**config.mk**
```make
export PLATFORM = sky130hd
export DESIGN_NAME = memory_game_ctrl
export DESIGN_NICKNAME = d
export VERILOG_FILES = /design/src/rtl/memory_game_ctrl_pkg.sv /design/src/rtl/memory_game_ctrl_cursor_nav.sv /design/src/rtl/memory_game_ctrl.sv
export SDC_FILE = /design/constraint.sdc
export NUM_CORES = 1
export LEC_CHECK = 0
export BUFFER_PORTS_ARGS = -buffer_cell sky130_fd_sc_hd__buf_2
export CORE_MARGIN = 2
export CORE_UTILIZATION = 63
export CTS_CLUSTER_DIAMETER = 150
export DETAILED_ROUTE_END_ITERATION = 6
export PLACE_DENSITY = 0.82
export SLEW_MARGIN = 10
export SYNTH_ARGS = -nofsm -noshare
export SYNTH_HDL_FRONTEND = slang
export SYNTH_SLANG_ARGS = --single-unit
```
**constraint.sdc**
```tcl
create_clock -name clk -period 6.5 [get_ports clk]
set_input_delay 0.65 -clock clk [delete_from_list [all_inputs] [get_ports clk]]
set_output_delay 0.65 -clock clk [all_outputs]
set_load 0.005 [all_outputs]
```
**src/rtl/memory_game_ctrl_pkg.sv**
```systemverilog
// Shared constants, state encoding and pair-id lookup for the card-matching game.
// Latency: n/a (declarations only).
// Backpressure: n/a.
package memory_game_ctrl_pkg;

  localparam int NUM_CARDS = 16;
  localparam int GRID_DIM  = 4;
  localparam int PAIR_W    = 3;
  localparam int NUM_PAIRS = 8;

  typedef enum logic [2:0] {
    ST_IDLE  = 3'd0,
    ST_PICK1 = 3'd1,
    ST_PICK2 = 3'd2,
    ST_SHOW  = 3'd3,
    ST_DONE  = 3'd4
  } state_t;

  // Pair id stored for board position pos.
  function automatic logic [PAIR_W-1:0] pair_id(
    input logic [NUM_CARDS*PAIR_W-1:0] lay,
    input logic [3:0]                  pos
  );
    return lay[int'(pos)*PAIR_W +: PAIR_W];
  endfunction

endpackage

```
**src/rtl/memory_game_ctrl_cursor_nav.sv**
```systemverilog
// Cursor navigator: 4x4 grid position with per-axis wrap and up>down>left>right priority.
// Latency: 1 clk from button pulse to updated cursor.
// Backpressure: none; moves are dropped while en is low, clr always wins.
module memory_game_ctrl_cursor_nav (
  input  logic       clk,
  input  logic       rst_n,
  input  logic       en,
  input  logic       clr,
  input  logic       up,
  input  logic       down,
  input  logic       left,
  input  logic       right,
  output logic [3:0] cursor
);

  logic [1:0] row;
  logic [1:0] col;

  assign cursor = {row, col};

  // Cursor register: 2-bit row/col arithmetic gives the wrap for free.
  always_ff @(posedge clk or negedge rst_n) begin
    if (!rst_n) begin
      row <= 2'd0;
      col <= 2'd0;
    end else if (clr) begin
      row <= 2'd0;
      col <= 2'd0;
    end else if (en) begin
      if (up)         row <= row - 2'd1;
      else if (down)  row <= row + 2'd1;
      else if (left)  col <= col - 2'd1;
      else if (right) col <= col + 2'd1;
    end
  end

endmodule

```
**src/rtl/memory_game_ctrl.sv**
```systemverilog
// Card-matching game sequencer: cursor, face-up/matched sets, reveal timer, score and attempts.
// Latency: every input pulse acts on the edge it is sampled; all outputs registered (1 clk).
// Backpressure: none; pulses arriving in states that cannot use them are dropped.
module memory_game_ctrl
  import memory_game_ctrl_pkg::*;
#(
  parameter int SHOW_CYCLES = 25_000_000,
  parameter int TIMER_W     = 25
) (
  input  logic        clk,
  input  logic        rst_n,
  input  logic        start,
  input  logic        btn_up,
  input  logic        btn_down,
  input  logic        btn_left,
  input  logic        btn_right,
  input  logic        select,
  input  logic [47:0] layout,
  output logic [3:0]  cursor,
  output logic [15:0] card_show,
  output logic [15:0] matched,
  output logic [3:0]  pairs,
  output logic [7:0]  attempts,
  output logic        game_over
);

  state_t               state, state_n;
  logic [15:0]          face_up, face_up_n;
  logic [15:0]          matched_n;
  logic [3:0]           first, first_n;
  logic [3:0]           second, second_n;
  logic [TIMER_W-1:0]   timer, timer_n;
  logic [3:0]           pairs_n;
  logic [7:0]           attempts_n;
  logic [47:0]          layout_q, layout_n;
  logic                 sel_ok;
  logic                 cur_en;

  // Cursor moves only while a game is being played; start homes it.
  assign cur_en = (state == ST_PICK1) || (state == ST_PICK2) || (state == ST_SHOW);

  memory_game_ctrl_cursor_nav u_cursor_nav (
    .clk   (clk),
    .rst_n (rst_n),
    .en    (cur_en),
    .clr   (start),
    .up    (btn_up),
    .down  (btn_down),
    .left  (btn_left),
    .right (btn_right),
    .cursor(cursor)
  );

  // Next-state and next-value logic; select always uses the pre-move cursor.
  always_comb begin
    state_n    = state;
    face_up_n  = face_up;
    matched_n  = matched;
    first_n    = first;
    second_n   = second;
    timer_n    = timer;
    pairs_n    = pairs;
    attempts_n = attempts;
    layout_n   = layout_q;
    sel_ok     = select && !(face_up[cursor] || matched[cursor]);

    if (start) begin
      state_n    = ST_PICK1;
      face_up_n  = '0;
      matched_n  = '0;
      pairs_n    = '0;
      attempts_n = '0;
      timer_n    = '0;
      layout_n   = layout;
    end else begin
      case (state)
        ST_PICK1: begin
          if (sel_ok) begin
            face_up_n[cursor] = 1'b1;
            first_n           = cursor;
            state_n           = ST_PICK2;
          end
        end
        ST_PICK2: begin
          if (sel_ok) begin
            face_up_n[cursor] = 1'b1;
            second_n          = cursor;
            if (attempts != 8'hFF) attempts_n = attempts + 8'd1;
            timer_n           = TIMER_W'(SHOW_CYCLES - 1);
            state_n           = ST_SHOW;
          end
        end
        ST_SHOW: begin
          if (timer == '0) begin
            face_up_n[first]  = 1'b0;
            face_up_n[second] = 1'b0;
            if (pair_id(layout_q, first) == pair_id(layout_q, second)) begin
              matched_n[first]  = 1'b1;
              matched_n[second] = 1'b1;
              pairs_n           = pairs + 4'd1;
            end
            state_n = (pairs_n == 4'(NUM_PAIRS)) ? ST_DONE : ST_PICK1;
          end else begin
            timer_n = timer - 1'b1;
          end
        end
        default: ;
      endcase
    end
  end

  // State and datapath registers; card_show/game_over are registered from next values.
  always_ff @(posedge clk or negedge rst_n) begin
    if (!rst_n) begin
      state     <= ST_IDLE;
      face_up   <= '0;
      matched   <= '0;
      first     <= '0;
      second    <= '0;
      timer     <= '0;
      pairs     <= '0;
      attempts  <= '0;
      layout_q  <= '0;
      card_show <= '0;
      game_over <= 1'b0;
    end else begin
      state     <= state_n;
      face_up   <= face_up_n;
      matched   <= matched_n;
      first     <= first_n;
      second    <= second_n;
      timer     <= timer_n;
      pairs     <= pairs_n;
      attempts  <= attempts_n;
      layout_q  <= layout_n;
      card_show <= (state_n == ST_DONE) ? 16'hFFFF : (face_up_n | matched_n);
      game_over <= (state_n == ST_DONE);
    end
  end

endmodule

```
==> qor.txt <==
latest clock arrival within the worst-skew pair: 0.43 ns
final number of setup-violating endpoints: 0
GRT Total Usage: 31.1%
Syn Nets: 778
H-tree depth: 4
synthesized area: 0.00803 mm^2
Pre-Repair DR Iteration Count: 7
slowest CP cell: dfrtp_1
synth warn: 0
register share of total power: 37.2%
Worst-path clk slew: 0.06 ns
Required @ worst endpoint: 6.86 ns
Layout Skew: 0.00762 ns
switching pwr: 0.00116 W
CTS sink count: 149
Synth area leaders: dfrtp_1 46%, mux2_2 8.3%, mux4_1 6.2%
commonest non-fill, non-tap cells in the layout: 149 x dfrtp_1, 102 x buf_2, 65 x nor2_1
number of distinct library cells after synthesis: 66
worst-path maximum fanout: 20
Net count, final: 855
routed len/inst: 20.7 um
Peak VDD IR: 0.208 mV
Mapped Avg Cell Area: 11.2 um^2
Post-CTS Setup Inserts: 0
FF+latch count, synth: 149
Initial DRC Count: 785
combinational power share: 30.8%
final WL: 20.3 mm
Pwr Density: 360 mW/mm^2
Clock Path Buffers: 2
Slew HR: 25.7%
Critical Path AT: 4.08 ns
CTS Buf Count: 17
asr flop ratio synth: 100%
Static Leak: 4.19 nW
max-slew violations: 0
Die Width: 117 um
final cell utilization of the core: 73.5%
critical-path cell list: mux4_1, a22o_1, a221oi_1, xor2_1, o311a_1, o211ai_2, o311a_1
Starting Density: 64.2%
placed inst area: 0.00857 mm^2
violated checks: DRC
core area: 0.0125 mm^2
Primary FF master, synth: dfrtp_1
Layout area overhead: 14.5%
CTS tree: built
Syn Inst Count: 719
full die area: 0.0137 mm^2
Die H: 117 um
Hold Path Class: in2async
start of the worst register-to-register path: first[0]
worst-margin pin slew: 1.11 ns
Antenna Nets Post-Route: 0
Final period util: 57.2%
critical path class: reg2reg
Root Driver: clkbuf_16
Remaining Overflow, GRT: 0
Ant. Diodes: 0
Synth top area share: 46.4%
fmax: 0.269 GHz
DPL Wire Length: 13.6 mm
post-synthesis sequential area ratio: 46.4%
clock share of power: 32.0%
post-cts resize count: 0
commonest non-fill, non-tap cell in the layout: dfrtp_1
post-route minimum period: 3.72 ns
number of global-route vias before repair: 6435
CP max stage delay: 0.91 ns
num rows: 41
Worst Setup End Kind: flop
largest net degree at the start of global routing: 98
RePlAce Congestion: 0.911
first-pass GRT wire length: 32.5 mm
Top Ports: 105
Setup crit start kind: flop
Worst R2R Setup Slack: 2.78 ns
status: finished with violations
CTS Hold Bufs: 0
I/O Buffers: 104
DRC Markers: 4
initial antenna violation count: 0
reg2reg path depth: 7
Fin. Hold Viols: 0
CP most frequent cell: o311a_1
vias: 6568
Post-synth EDFFs: 0
RSZ-0062 raised after global routing: false
reg2reg end: state[0]
Int Power: 0.00215 W
setup_tns: 0 ns
design area: 0.00920 mm^2
area leader, netlist: dfrtp_1
layout cells sized above 1: 26.8%
Sw Ratio: 35.1%
Vias/cell: 6.71
final hold slack: 0.219 ns
Max Cap Violations: 0
kinds of logic (layout without fill, tap and decap cells):
family / count (synthesis) / after routing / synth area share [%]
muxes: 89 / 89 / 17.1
DFF: 149 / 149 / 46.4
buffers and inverters: 67 / 155 / 3.99
and+or+nand+nor: 216 / 216 / 13.9
xor gates and xnor gates: 10 / 10 / 1.09
adders and majority gates: 3 / 3 / 0.467
AOI/OAI and AO/OA: 185 / 185 / 17.0
power by group through the flow:
| stage | sequential [W] | clock (W) | combinational [W] |
|---|---|---|---|
| 2_1_floorplan | 0.00115 | 0 | 0.000820 |
| 3_3_place_gp | 0.00122 | 0 | 0.000951 |
| 5_1_grt | 0.00125 | 0.00110 | 0.00111 |
| 3_5_place_dp | 0.00124 | 0 | 0.000995 |
| 6_report | 0.00123 | 0.00106 | 0.00102 |
| 4_1_cts | 0.00122 | 0.00106 | 0.00100 |
registers in the layout (all words and copies together) (netlist names):
signal and flops:
face_up 16, matched 16, u_cursor_nav.col 2, u_cursor_nav.row 2, first 4, state 3
pairs 4, timer 25, second 4, game_over 1, card_show 16, attempts 8
layout_q 48
critical path, delay by kind of cell, from the launching register on:
kind            cells  cell delay (ns)
flops               1             0.91
xor+xnor            1             0.22
compound gates      5             1.85
mux                 1             0.66
cell type report:
class                      count  area [um^2]
fill                         866         3320
clock buffer                  23          488
timing repair buffer         111          582
inverter                      14         52.6
tap                          172          215
multi-input combinational    503         3990
clock inverter                 7          144
sequential                   149         3730
layer usage:
metal / wire length [um] / global-route usage (%) / up-vias
li1: - / - / 2930
met1: 8130 / 40.6 / 3205
met2: 9890 / 49.4 / 369
met3: 1550 / 6.18 / 64
met4: 736 / 16.9 / 0
met5: 0 / 0 / -
worst max-delay path by stage:
stage,startpoint,slack (ns),end
floorplan,first[0],3.62,pairs[3]
CTS,first[0],2.78,state[0]
global route,first[0],2.58,pairs[3]
finish,first[0],2.78,state[0]
detailed placement,first[0],2.80,card_show[2]
global placement,first[0],2.92,state[0]
cell usage after synthesis, drive strengths merged, types with 4 or more instances:
| master | instances |
|---|---|
| inv | 13 |
| nor2b | 15 |
| a22o | 12 |
| a31oi | 4 |
| nor2 | 65 |
| o21a | 9 |
| nor4 | 6 |
| nor3 | 12 |
| clkbuf | 36 |
| a221oi | 11 |
| o311ai | 12 |
| o31ai | 16 |
| o211ai | 4 |
| o32ai | 5 |
| nand2b | 7 |
| a21oi | 23 |
| a221o | 7 |
| dfrtp | 149 |
| a311oi | 5 |
| o41ai | 6 |
| a21o | 5 |
| xor2 | 8 |
| or4 | 12 |
| nor3b | 4 |
| nand3b | 6 |
| nand3 | 28 |
| a21boi | 5 |
| nand2 | 35 |
| a22oi | 18 |
| buf | 17 |
| mux4 | 27 |
| or3 | 10 |
| o21ai | 27 |
| mux2 | 59 |
stage by stage:
step / setup WS, ns / cells / total power (W)
2_1_floorplan: 3.62 / 719 / 0.00197
3_3_place_gp: 2.92 / 949 / 0.00217
3_5_place_dp: 2.80 / 949 / 0.00223
4_1_cts: 2.78 / 979 / 0.00329
5_1_grt: 2.58 / 979 / 0.00346
6_report: 2.78 / 979 / 0.00331
Power figures use the tool's default switching activity.
